### src/rtl/shift_pipe_pkg.sv
// Shared definitions for the pipelined shifter: op codes, fill modes, bit reversal.
// Latency: n/a (package only).
// Backpressure: n/a.
package shift_pkg;

  localparam logic [2:0] OP_SRL  = 3'b001;
  localparam logic [2:0] OP_SRA  = 3'b010;
  localparam logic [2:0] OP_SLL  = 3'b100;
  localparam logic [2:0] OP_ROTR = 3'b011;
  localparam logic [2:0] OP_ROTL = 3'b101;

  // What enters the vacated top bits of each right-shift level.
  typedef enum logic [1:0] {
    FILL_ZERO = 2'd0,
    FILL_SIGN = 2'd1,
    FILL_ROT  = 2'd2
  } fill_e;

  // Widest datapath bit_reverse handles; callers zero-extend to this width,
  // reverse, and keep the top WIDTH bits (the reversed operand lands there).
  localparam int REV_MAX_W = 1024;

  function automatic logic [REV_MAX_W-1:0] bit_reverse(input logic [REV_MAX_W-1:0] v);
    return {<<{v}};
  endfunction

endpackage

### src/rtl/shift_pipe_stage.sv
// One pipeline stage: NUM_LVL barrel levels (starting at FIRST_LVL) feeding a register.
// Latency: 1 cycle. Ports: in_* upstream side, out_* downstream side, in_rdy = this stage loads.
// Backpressure: loads when empty or when the downstream stage loads; flush clears valid and blocks loading.
module shift_pipe_stage
  import shift_pkg::*;
#(
  parameter int WIDTH     = 32,
  parameter int TAG_W     = 5,
  parameter int FIRST_LVL = 0,
  parameter int NUM_LVL   = 1,
  localparam int LOG_W    = $clog2(WIDTH)
) (
  input  logic             clk,
  input  logic             rst_n,
  input  logic             flush,
  input  logic             in_vld,
  output logic             in_rdy,
  input  logic [WIDTH-1:0] in_res,
  input  logic [LOG_W-1:0] in_sa,
  input  fill_e            in_fill,
  input  logic             in_sign,
  input  logic             in_rev,
  input  logic             in_err,
  input  logic [TAG_W-1:0] in_tag,
  output logic             out_vld,
  input  logic             out_rdy,
  output logic [WIDTH-1:0] out_res,
  output logic [LOG_W-1:0] out_sa,
  output fill_e            out_fill,
  output logic             out_sign,
  output logic             out_rev,
  output logic             out_err,
  output logic [TAG_W-1:0] out_tag
);

  logic             load;
  logic [WIDTH-1:0] lvl_res;
  logic [WIDTH-1:0] fill_bits;
  logic [LOG_W-1:0] sa_v;

  logic             vld_q,  vld_d;
  logic [WIDTH-1:0] res_q,  res_d;
  logic [LOG_W-1:0] sa_q,   sa_d;
  fill_e            fill_q, fill_d;
  logic             sign_q, sign_d;
  logic             rev_q,  rev_d;
  logic             err_q,  err_d;
  logic [TAG_W-1:0] tag_q,  tag_d;

  // out_rdy is the downstream load condition, so bubbles collapse.
  assign load   = !flush && (!vld_q || out_rdy);
  assign in_rdy = load;

  // Level l shifts right by 2**(FIRST_LVL+l); sa_v walks the relevant sa bits.
  always_comb begin
    lvl_res   = in_res;
    fill_bits = '0;
    sa_v      = in_sa >> FIRST_LVL;
    for (int l = 0; l < NUM_LVL; l++) begin
      fill_bits = '0;
      case (in_fill)
        FILL_SIGN: fill_bits = {WIDTH{in_sign}} << (WIDTH - (1 << (FIRST_LVL + l)));
        FILL_ROT:  fill_bits = lvl_res << (WIDTH - (1 << (FIRST_LVL + l)));
        default:   fill_bits = '0;
      endcase
      if (sa_v[0]) begin
        lvl_res = (lvl_res >> (1 << (FIRST_LVL + l))) | fill_bits;
      end
      sa_v = sa_v >> 1;
    end
  end

  always_comb begin
    vld_d  = vld_q;
    res_d  = res_q;
    sa_d   = sa_q;
    fill_d = fill_q;
    sign_d = sign_q;
    rev_d  = rev_q;
    err_d  = err_q;
    tag_d  = tag_q;
    if (flush) begin
      vld_d = 1'b0;                 // data registers deliberately untouched
    end else if (load) begin
      vld_d = in_vld;
      if (in_vld) begin
        res_d  = lvl_res;
        sa_d   = in_sa;
        fill_d = in_fill;
        sign_d = in_sign;
        rev_d  = in_rev;
        err_d  = in_err;
        tag_d  = in_tag;
      end
    end
  end

  always_ff @(posedge clk or negedge rst_n) begin
    if (!rst_n) begin
      vld_q  <= 1'b0;
      res_q  <= '0;
      sa_q   <= '0;
      fill_q <= FILL_ZERO;
      sign_q <= 1'b0;
      rev_q  <= 1'b0;
      err_q  <= 1'b0;
      tag_q  <= '0;
    end else begin
      vld_q  <= vld_d;
      res_q  <= res_d;
      sa_q   <= sa_d;
      fill_q <= fill_d;
      sign_q <= sign_d;
      rev_q  <= rev_d;
      err_q  <= err_d;
      tag_q  <= tag_d;
    end
  end

  assign out_vld  = vld_q;
  assign out_res  = res_q;
  assign out_sa   = sa_q;
  assign out_fill = fill_q;
  assign out_sign = sign_q;
  assign out_rev  = rev_q;
  assign out_err  = err_q;
  assign out_tag  = tag_q;

endmodule

### src/rtl/shift_pipe.sv
// Pipelined shifter/rotator (SRL/SRA/SLL/ROTR/ROTL) with tag passthrough and illegal-op flag.
// Latency: STAGES cycles accept-to-out_valid, 1 result/cycle. Ports: in_* request, out_* result, flush, busy.
// Backpressure: valid/ready; last stage holds while out_valid && !out_ready, in_ready drops when full or flushing.
module shift_pipe
  import shift_pkg::*;
#(
  parameter int WIDTH  = 32,
  parameter int STAGES = 2,
  parameter int TAG_W  = 5,
  localparam int LOG_W = $clog2(WIDTH)
) (
  input  logic             clk,
  input  logic             rst_n,
  input  logic             flush,
  input  logic             in_valid,
  output logic             in_ready,
  input  logic [WIDTH-1:0] in_d,
  input  logic [LOG_W-1:0] in_sa,
  input  logic [2:0]       in_op,
  input  logic [TAG_W-1:0] in_tag,
  output logic             out_valid,
  input  logic             out_ready,
  output logic [WIDTH-1:0] out_res,
  output logic [TAG_W-1:0] out_tag,
  output logic             out_err,
  output logic             busy
);

  localparam int PER = (LOG_W + STAGES - 1) / STAGES;   // levels per stage, rounded up

  // Index k is the input of stage k; index STAGES is the last stage's register.
  logic [STAGES:0]  s_vld;
  logic [STAGES:0]  s_load;
  logic [WIDTH-1:0] s_res  [STAGES+1];
  logic [LOG_W-1:0] s_sa   [STAGES+1];
  fill_e            s_fill [STAGES+1];
  logic [STAGES:0]  s_sign;
  logic [STAGES:0]  s_rev;
  logic [STAGES:0]  s_err;
  logic [TAG_W-1:0] s_tag  [STAGES+1];

  fill_e            dec_fill;
  logic             dec_rev;
  logic             dec_err;
  logic [LOG_W-1:0] dec_sa;

  // Left ops become right ops on a reversed operand; illegal ops pass through with sa forced to 0.
  always_comb begin
    dec_fill = FILL_ZERO;
    dec_rev  = 1'b0;
    dec_err  = 1'b0;
    dec_sa   = in_sa;
    case (in_op)
      OP_SRL:  dec_fill = FILL_ZERO;
      OP_SRA:  dec_fill = FILL_SIGN;
      OP_SLL:  dec_rev  = 1'b1;
      OP_ROTR: dec_fill = FILL_ROT;
      OP_ROTL: begin
        dec_fill = FILL_ROT;
        dec_rev  = 1'b1;
      end
      default: begin
        dec_err = 1'b1;
        dec_sa  = '0;
      end
    endcase
  end

  assign s_vld[0]  = in_valid;
  assign s_res[0]  = dec_rev ? WIDTH'(bit_reverse(REV_MAX_W'(in_d)) >> (REV_MAX_W - WIDTH)) : in_d;
  assign s_sa[0]   = dec_sa;
  assign s_fill[0] = dec_fill;
  assign s_sign[0] = in_d[WIDTH-1];
  assign s_rev[0]  = dec_rev;
  assign s_err[0]  = dec_err;
  assign s_tag[0]  = in_tag;

  assign s_load[STAGES] = out_ready;
  assign in_ready       = s_load[0];

  for (genvar k = 0; k < STAGES; k++) begin : g_stage
    localparam int FIRST = (k * PER < LOG_W) ? k * PER : LOG_W;
    localparam int NUM   = (k == STAGES - 1) ? (LOG_W - FIRST)
                         : ((LOG_W - FIRST < PER) ? (LOG_W - FIRST) : PER);
    shift_pipe_stage #(
      .WIDTH     (WIDTH),
      .TAG_W     (TAG_W),
      .FIRST_LVL (FIRST),
      .NUM_LVL   (NUM)
    ) u_stage (
      .clk      (clk),
      .rst_n    (rst_n),
      .flush    (flush),
      .in_vld   (s_vld[k]),
      .in_rdy   (s_load[k]),
      .in_res   (s_res[k]),
      .in_sa    (s_sa[k]),
      .in_fill  (s_fill[k]),
      .in_sign  (s_sign[k]),
      .in_rev   (s_rev[k]),
      .in_err   (s_err[k]),
      .in_tag   (s_tag[k]),
      .out_vld  (s_vld[k+1]),
      .out_rdy  (s_load[k+1]),
      .out_res  (s_res[k+1]),
      .out_sa   (s_sa[k+1]),
      .out_fill (s_fill[k+1]),
      .out_sign (s_sign[k+1]),
      .out_rev  (s_rev[k+1]),
      .out_err  (s_err[k+1]),
      .out_tag  (s_tag[k+1])
    );
  end

  // The last stage register is the output register; only the undo-reversal sits after it.
  assign out_valid = s_vld[STAGES];
  assign out_res   = s_rev[STAGES]
                   ? WIDTH'(bit_reverse(REV_MAX_W'(s_res[STAGES])) >> (REV_MAX_W - WIDTH))
                   : s_res[STAGES];
  assign out_tag   = s_tag[STAGES];
  assign out_err   = s_err[STAGES];
  assign busy      = |s_vld[STAGES:1];

endmodule

### config.mk
export PLATFORM = sky130hd
export DESIGN_NAME = shift_pipe
export DESIGN_NICKNAME = d
export VERILOG_FILES = /design/src/rtl/shift_pipe_pkg.sv /design/src/rtl/shift_pipe_stage.sv /design/src/rtl/shift_pipe.sv
export SDC_FILE = /design/constraint.sdc
export NUM_CORES = 1
export LEC_CHECK = 0
export ABC_AREA = 1
export CORE_ASPECT_RATIO = 0.7
export CORE_MARGIN = 2
export CORE_UTILIZATION = 45
export CTS_CLUSTER_DIAMETER = 50
export CTS_CLUSTER_SIZE = 16
export DETAILED_ROUTE_END_ITERATION = 12
export GPL_TIMING_DRIVEN = 0
export MAX_ROUTING_LAYER = met4
export PLACE_DENSITY_LB_ADDON = 0.3
export SKIP_LAST_GASP = 1
export SLEW_MARGIN = 20
export SYNTH_ARGS = -nofsm -noshare
export SYNTH_HDL_FRONTEND = slang
export SYNTH_HIERARCHICAL = 1
export SYNTH_SLANG_ARGS = --single-unit
### constraint.sdc
create_clock -name clk -period 1.49 [get_ports clk]
set_clock_uncertainty 0.05 [all_clocks]
set_input_delay 0.298 -clock clk [delete_from_list [all_inputs] [get_ports clk]]
set_output_delay 0.298 -clock clk [all_outputs]
set_load 0.005 [all_outputs]
==> impl_results.md <==
* Status: finished, violations left
* Failing checks: negative setup slack
* Max-slew violations at 0
* CP Capture Type: output pin
* Grt ovf at 0
* Max cap viols at 0
* Tightest hold margin at 0.3985 ns
* Clk Latency, worst-skew pair at around 0.35 ns
* Area Overhead vs Synth at 56.51%
* Placed Cells incl. Taps at 1,264
* Final-stage net count at between 1,000 and 1,500
* Pre-CTS setup slack at -0.9118 ns
* Crit path max fanout at 6
* Post-DP HPWL at 14.52 mm
* Worst rel slew slack at between 60 and 70%
* CTS tree: built
* Initial antenna violation count at 0
* Vias per cell at around 5.6
* Clk pin slew, worst setup/hold paths at roughly 0.060 ns
* Crit path DAT at about 1.4 ns
* Core area at about 13,000 sq um
* Syn avg cell area at between 6 and 7 sq um
* Sequential Power Share at between 30% and 40%
* Wire per inst at approximately 17 um
* Initial Util at 46.29%
* Global-route wire length before repair at roughly 34 mm
* Max stage delay on crit path at about 0.42 ns
* Total power at around 11 mW
* Logic gate share of total power at 44.7%
* # clock sinks at 85
* Number of port buffers at 90
* RePlAce Congestion at between 0.9 and 1
* Final antenna diode count at 0
* Setup-failing EPs final at 99
* Tcrit/Tclk final at 119.0%
* Clock network power share at 22.6%
* Final hold vios at 0
* Worst hold path class: primary input to flip-flop
* Detailed Routing Iterations Pass 1 at 9
* CP startpoint kind: flip-flop
* Crit path cell chain: buf_6, buf_6, buf_16, o21ai_2, buf_2
* Leak at approximately 5 nW
* Gr usage total at between 30 and 40%
* Fillcell total at 975
* CP max stage cell: dfrtp_1
* Die Y at just over 100 um
* RSZ-0062 raised after global routing: true
* Post-route ant nets at 0
* Int Pwr at approximately 6.5 mW
* H-tree Lvls at 3
* DIE AREA at 14,520 sq um
* Reported net switching power at approximately 4.3 mW
* Critical Path RT at ~1.1 ns
* Worst setup slack after layout at -0.2837 ns
* Number of CTS-inserted buffers at 9
* Final WL at between 20 and 25 mm
* CP bufs+invs at 4
* Most repeated library cell on the critical path: buf_6
* Worst-margin pin slew at 0.5650 ns
* Syn. warnings at 6
* FP Rows at 35
* Synth Instances at 988
* Critical path class: flip-flop to output pin
* Most frequent cells in the layout: nand2_1, dfrtp_1, inv_1
* Synth Net Count at 1,042
* Crit path time final at roughly 1.8 ns
* Switching Share at ~40%
* DR iter-0 viols at roughly 1,000
* Share of cells above drive strength 1 at 36.82%
* Post-layout util at between 70 and 80%
* Root buf cell: clkbuf_16
* Post-Syn Area at 6102 sq um
* Ports at 91
* Worst vdd ir at ~0.73 mV
* Drt drc at 0
* Vias in the first global route at approximately 6,700
* Pwr dens at about 1100 nW/um^2
* Die width at approximately 140 um
* Via count at 7,620
* Commonest non-fill, non-tap cell in the layout: nand2_1
* Pin count of the biggest net entering global routing at 44
* Top cell family by delay on the critical path: buffers and inverters
* Highest Clock Rate at about 560 MHz
* Final Non-Filler Cells at approximately 1,400
* CTS Buffer Depth at 2
through the flow:
| stage | setup TNS [ns] | cell area (sq um) |
|---|---|---|
| global route | -23.63 | 9550 |
| detailed placement | -55.70 | 7269 |
| finish | -16.32 | 9550 |
| global placement | -310.44 | 7252 |
| floorplan | 0 | 6120 |
| CTS | -13.47 | 8757 |
per-layer routing:
layer	share of wire, %	vias up	GRT usage [%]
met3	12	91	7.281
met5	0	-	-
li1	-	3460	-
met2	44	508	43.14
met1	41	3561	44.45
met4	2.9	0	7.388
power by group through the flow:
stage	clock network (mW)	registers, mW	logic [mW]
after global routing	2.55	3.55	5.22
after global placement	0	3.39	3.53
final	2.44	3.51	4.82
after CTS	2.41	3.42	4.26
after floorplan	0	3.21	2.03
after detailed placement	0	3.38	3.57
final cells by class:
class / instances / area [sq um] / share of cell area, %
Sequential cell: 85 / 2127 / 22.27
Tap cell: 185 / 231.5 / 2.424
Clock buffer: 10 / 229.0 / 2.397
Clock inverter: 6 / 87.58 / 0.9171
Buffer: 54 / 589.3 / 6.171
Timing Repair Buffer: 164 / 1551 / 16.25
Inverter: 84 / 352.8 / 3.694
Multi-Input combinational cell: 762 / 4382 / 45.88
worst paths after layout:
path	start	endpoint	slack, ns	cells after the start
setup reg to reg	g_stage[1].u_stage/out_vld$_DFFE_PN0P_	g_stage[0].u_stage/out_res[25]$_DFFE_PN0P_	-0.25	12
min in group asynchronous	rst_n	g_stage[0].u_stage/out_res[14]$_DFFE_PN0P_	0.43	2
hold reg to reg	g_stage[1].u_stage/out_tag[0]$_DFFE_PN0P_	g_stage[1].u_stage/out_tag[0]$_DFFE_PN0P_	0.43	2
hold / removal	in_op[1]	g_stage[0].u_stage/out_fill[1]$_DFFE_PN0P_	0.40	5
max in group asynchronous	rst_n	g_stage[0].u_stage/out_tag[3]$_DFFE_PN0P_	0.32	3
setup / recovery	g_stage[1].u_stage/out_rev$_DFFE_PN0P_	out_res[11]	-0.28	5
state kept, by name, summed over array words and instances (netlist names):
signal / count
g_stage.u_stage/out_err: 2
g_stage.u_stage/out_fill: 2
g_stage.u_stage/out_res: 64
g_stage.u_stage/out_rev: 2
g_stage.u_stage/out_sa: 2
g_stage.u_stage/out_sign: 1
g_stage.u_stage/out_tag: 10
g_stage.u_stage/out_vld: 2
tightest hold or removal path, delay by kind of cell:
kind                   cells  cell delay, ns
buffers and inverters      2            0.19
AND/OR/NAND/NOR            1            0.13
AO/OA/AOI/OAI              2            0.13
what timing repair did:
action | 4_1_cts | 5_1_grt
gates cloned | 11 | 9
hold buffers | 1 | 0
pin swaps | 64 | 54
endpoints found under the setup margin | 112 | 112
hold endpoints to repair | 42 | 0
buffers inserted | 32 | 25
gates resized for setup | 427 | 204
Note: power is estimated with default switching activity, not from simulation.
==> edit 1 (same settings) <==
`STAGES`: 2 -> 1.
--- a/src/rtl/shift_pipe.sv
+++ b/src/rtl/shift_pipe.sv
@@ -5,7 +5,7 @@
   import shift_pkg::*;
 #(
   parameter int WIDTH  = 32,
-  parameter int STAGES = 2,
+  parameter int STAGES = 1,
   parameter int TAG_W  = 5,
   localparam int LOG_W = $clog2(WIDTH)
 ) (
Behaviour: not the same (Yosys sat finds a counterexample within 4 cycles, from zero or initial values and one cycle with rst_n low).
==> edit 1 against the original RTL <==
The run now fails in 5_1_grt. Area after synthesis fell by 26%.
==> edit 1: results (changes against the original RTL) <==
outcome=stopped before the end; Failed at=5_1_grt; run-stopping error=[ERROR GRT-0232] Routing congestion too high. Check the congestion heatmap in the GUI.; Num CTS Buffers=5 (-4); WEP type=register data pin; Root Driver=clkbuf_16; htree depth=2 (-1); Synthesis Warnings=6 (unchanged); placed insts=1,008 (-20%); number of port buffers=90 (unchanged); Post-DP HPWL=13,600 um (-6.0%); GRT worst endpoint=g_stage[0].u_stage/out_res[9]$_DFFE_PN0P_/D; Max Root-Sink Buffers=2 (unchanged); Tot GR Track Use=75.2%; largest net degree at the start of global routing=32; gpl congestion=1.10 (+14%); syn nets=841 (-19%); total global routing overflow=1; cells after synthesis=789 (-20%)
edit 1: stage by stage:
step                      instance area (um^2)  setup slack (ps)  utilization (%)
after CTS                                 8320              -245             85.3
after detailed placement                  5800             -1420             59.5
after global placement                    5790             -1450             59.3
after floorplan                           4730              -160                -
edit 1: what timing repair did:
item / 4_1_cts
pin swaps: 101
resized for setup: 570
setup endpoints to repair: 76
hold endpoints to repair: 9
hold buffers: 1
gates cloned: 7
setup buffers: 19
edit 1: per-layer routing:
metal	overflow	track usage, %
met1	0	75.7
met2	0	86.3
met3	0	65.0
met4	1	67.1
met5	-	-
==> edit 2 (same settings) <==
Made on the original files. Take the reset off `res_q` and load it in a clocked block of its own.
--- a/src/rtl/shift_pipe_stage.sv
+++ b/src/rtl/shift_pipe_stage.sv
@@ -98,7 +98,6 @@
   always_ff @(posedge clk or negedge rst_n) begin
     if (!rst_n) begin
       vld_q  <= 1'b0;
-      res_q  <= '0;
       sa_q   <= '0;
       fill_q <= FILL_ZERO;
       sign_q <= 1'b0;
@@ -107,7 +106,6 @@
       tag_q  <= '0;
     end else begin
       vld_q  <= vld_d;
-      res_q  <= res_d;
       sa_q   <= sa_d;
       fill_q <= fill_d;
       sign_q <= sign_d;
@@ -115,6 +113,10 @@
       err_q  <= err_d;
       tag_q  <= tag_d;
     end
+  end
+
+  always_ff @(posedge clk) begin
+    res_q <= res_d;
   end
 
   assign out_vld  = vld_q;
Formal check against the unedited RTL: differs if rst_n is asserted again (counterexample within 4 cycles, from zero or initial values and one cycle with rst_n low); with rst_n held inactive, the same outputs for 4 cycles.
==> edit 2 against the original RTL <==
Sequential share of layout area is 5.0 points higher. Setup slack improved by 29 ps. Final area shrank 6.1%. Count of clock-buffer cells in the layout fell by 1. The run still ends with setup timing left. Non-clock buffer count shrank 40. Clock power fell by 9.0%. Total power is 21% lower. Largest cell class unchanged. Maximum frequency increased by 1.6%. Area after synthesis rose by 1.3%. Wire length decreased by 18%. Sequential cell count stayed put. Core utilization down 4.9 points. Cell count is 9.2% lower.
==> edit 2: results (changes against the original RTL) <==
outcome=finished with violations; failing checks=setup timing; DR iter-0 viols=667 (-35%); Post-DP HPWL=13,100 um (-9.9%); leak pwr=4.26 nW (-17%); drt first pass iters=5 (-4); placed insts=1,174 (-7.1%); chip width=144 um (+0.61%); crit-path max FO=8 (+2); number of port buffers=90 (unchanged); largest net degree at the start of global routing=38 (-14%); Via density=5.28 (-6.4%); layout cells sized above 1=36.2% (-0.61 points); Hold Path Cell Cnt=2 (-3); Crit path largest cell delay=430 ps; DR WL/cell=15.7 um (-10%); via count=6,475 (-15%); Largest register FFs=64 (unchanged); Max Root-Sink Buffers=2 (unchanged); clock slew at reported path FFs=around 70 ps; fill cell count=1,124 (+15%); Worst Path Arrival=1400 ps (-30 ps); Crit path max-delay family=buffers and inverters; htree depth=3 (unchanged); syn nets=953 (-8.5%); worst hold path class=in -> reg; slack of the critical path=-255 ps (+28.7 ps); Slew @ Worst Pin=883 ps (+318 ps); latest clock arrival within the worst-skew pair=340 ps; gpl congestion=0.992 (+3.3%); Root Driver=clkbuf_16; Max VDD drop=0.690 mV (-5.0%); Mean Syn Cell Area=6.87 um^2 (+11%); initial antenna violation count=0 (unchanged); Slowest-stage cell, CP=dfrtp_1; cells after synthesis=899 (-9.0%); vias in the first global route=5,672 (-15%); Tot GR Track Use=25.3% (-5.4 points); cells on worst reg2reg path=9 (-3); global-route wire length before repair=28,000 um (-17%); Num CTS Buffers=9 (unchanged); Nets=1,090 (-10%); final setup vio count=79 (-20%); # diodes=0 (unchanged); Synthesis Warnings=6 (unchanged)
[edit 2: report_power, final]
part / leakage, nW / internal (mW) / total (mW) / switching (mW)
Combinational: 3.25 / 1.47 / 3.38 / 1.91
Sequential: 0.865 / 2.85 / 2.97 / 0.115
Clock: 0.149 / 1.19 / 2.22 / 1.02
[edit 2: final timing paths]
kind,slack [ps],startpoint,to
worst min register to register,420,g_stage[1].u_stage/out_tag[0],g_stage[1].u_stage/out_tag[0]
worst max-delay path,-250,g_stage[1].u_stage/out_rev,out_res[27]
worst max register to register,-60,g_stage[0].u_stage/out_fill[1],g_stage[1].u_stage/out_res[11]
worst min-delay path,290,flush,g_stage[1].u_stage/out_vld
max in group asynchronous,440,rst_n,g_stage[0].u_stage/out_sa[3]
min in group asynchronous,400,rst_n,g_stage[1].u_stage/out_tag[4]
[edit 2: through the flow]
| step | instance area [um^2] | utilization, % | worst slack, ps | hold slack [ps] | TNS (ps) |
|---|---|---|---|---|---|
| after detailed placement | 7450 | 56.2 | -1180 | 411 | -83120 |
| after CTS | 8100 | 61.0 | -315 | 289 | -8420 |
| after global routing | 8970 | 67.6 | -308 | 305 | -16250 |
| after global placement | 7450 | 56.2 | -1150 | 404 | -80020 |
| after floorplan | 6320 | - | -72.8 | -47.6 | -1730 |
| final | 8970 | 67.6 | -255 | 290 | -8440 |
[edit 2: worst register-to-register path, delay by kind of cell (launching register included)]
family,cells,cell delay (ps)
adder cells (fa/ha/maj),1,190
buffers and inverters,2,230
flip-flops,1,420
AND/OR/NAND/NOR,6,430
[edit 2: area by class of cell]
class	instances	area [um^2]	share of cell area (%)
Multi-Input combinational cell	675	3810	42.5
Timing Repair inverter	1	16.3	0.181
Tap cell	185	231	2.58
Clock buffer	9	225	2.51
Clock inverter	7	76.3	0.851
Sequential cell	85	2450	27.3
Buffer	53	573	6.39
Timing Repair Buffer	125	1190	13.3
Inverter	86	388	4.33
[edit 2: what timing repair did]
item,in CTS,in global routing
resized for setup,245,231
pin swaps,18,74
endpoints found under the setup margin,169,162
setup buffers,13,10
gates cloned,4,10
[edit 2: layer usage]
layer	GRT usage, %	share of wire (%)
met1	36.0	46
met2	37.7	45
met3	5.72	8.3
met4	3.85	0.90
met5	-	0
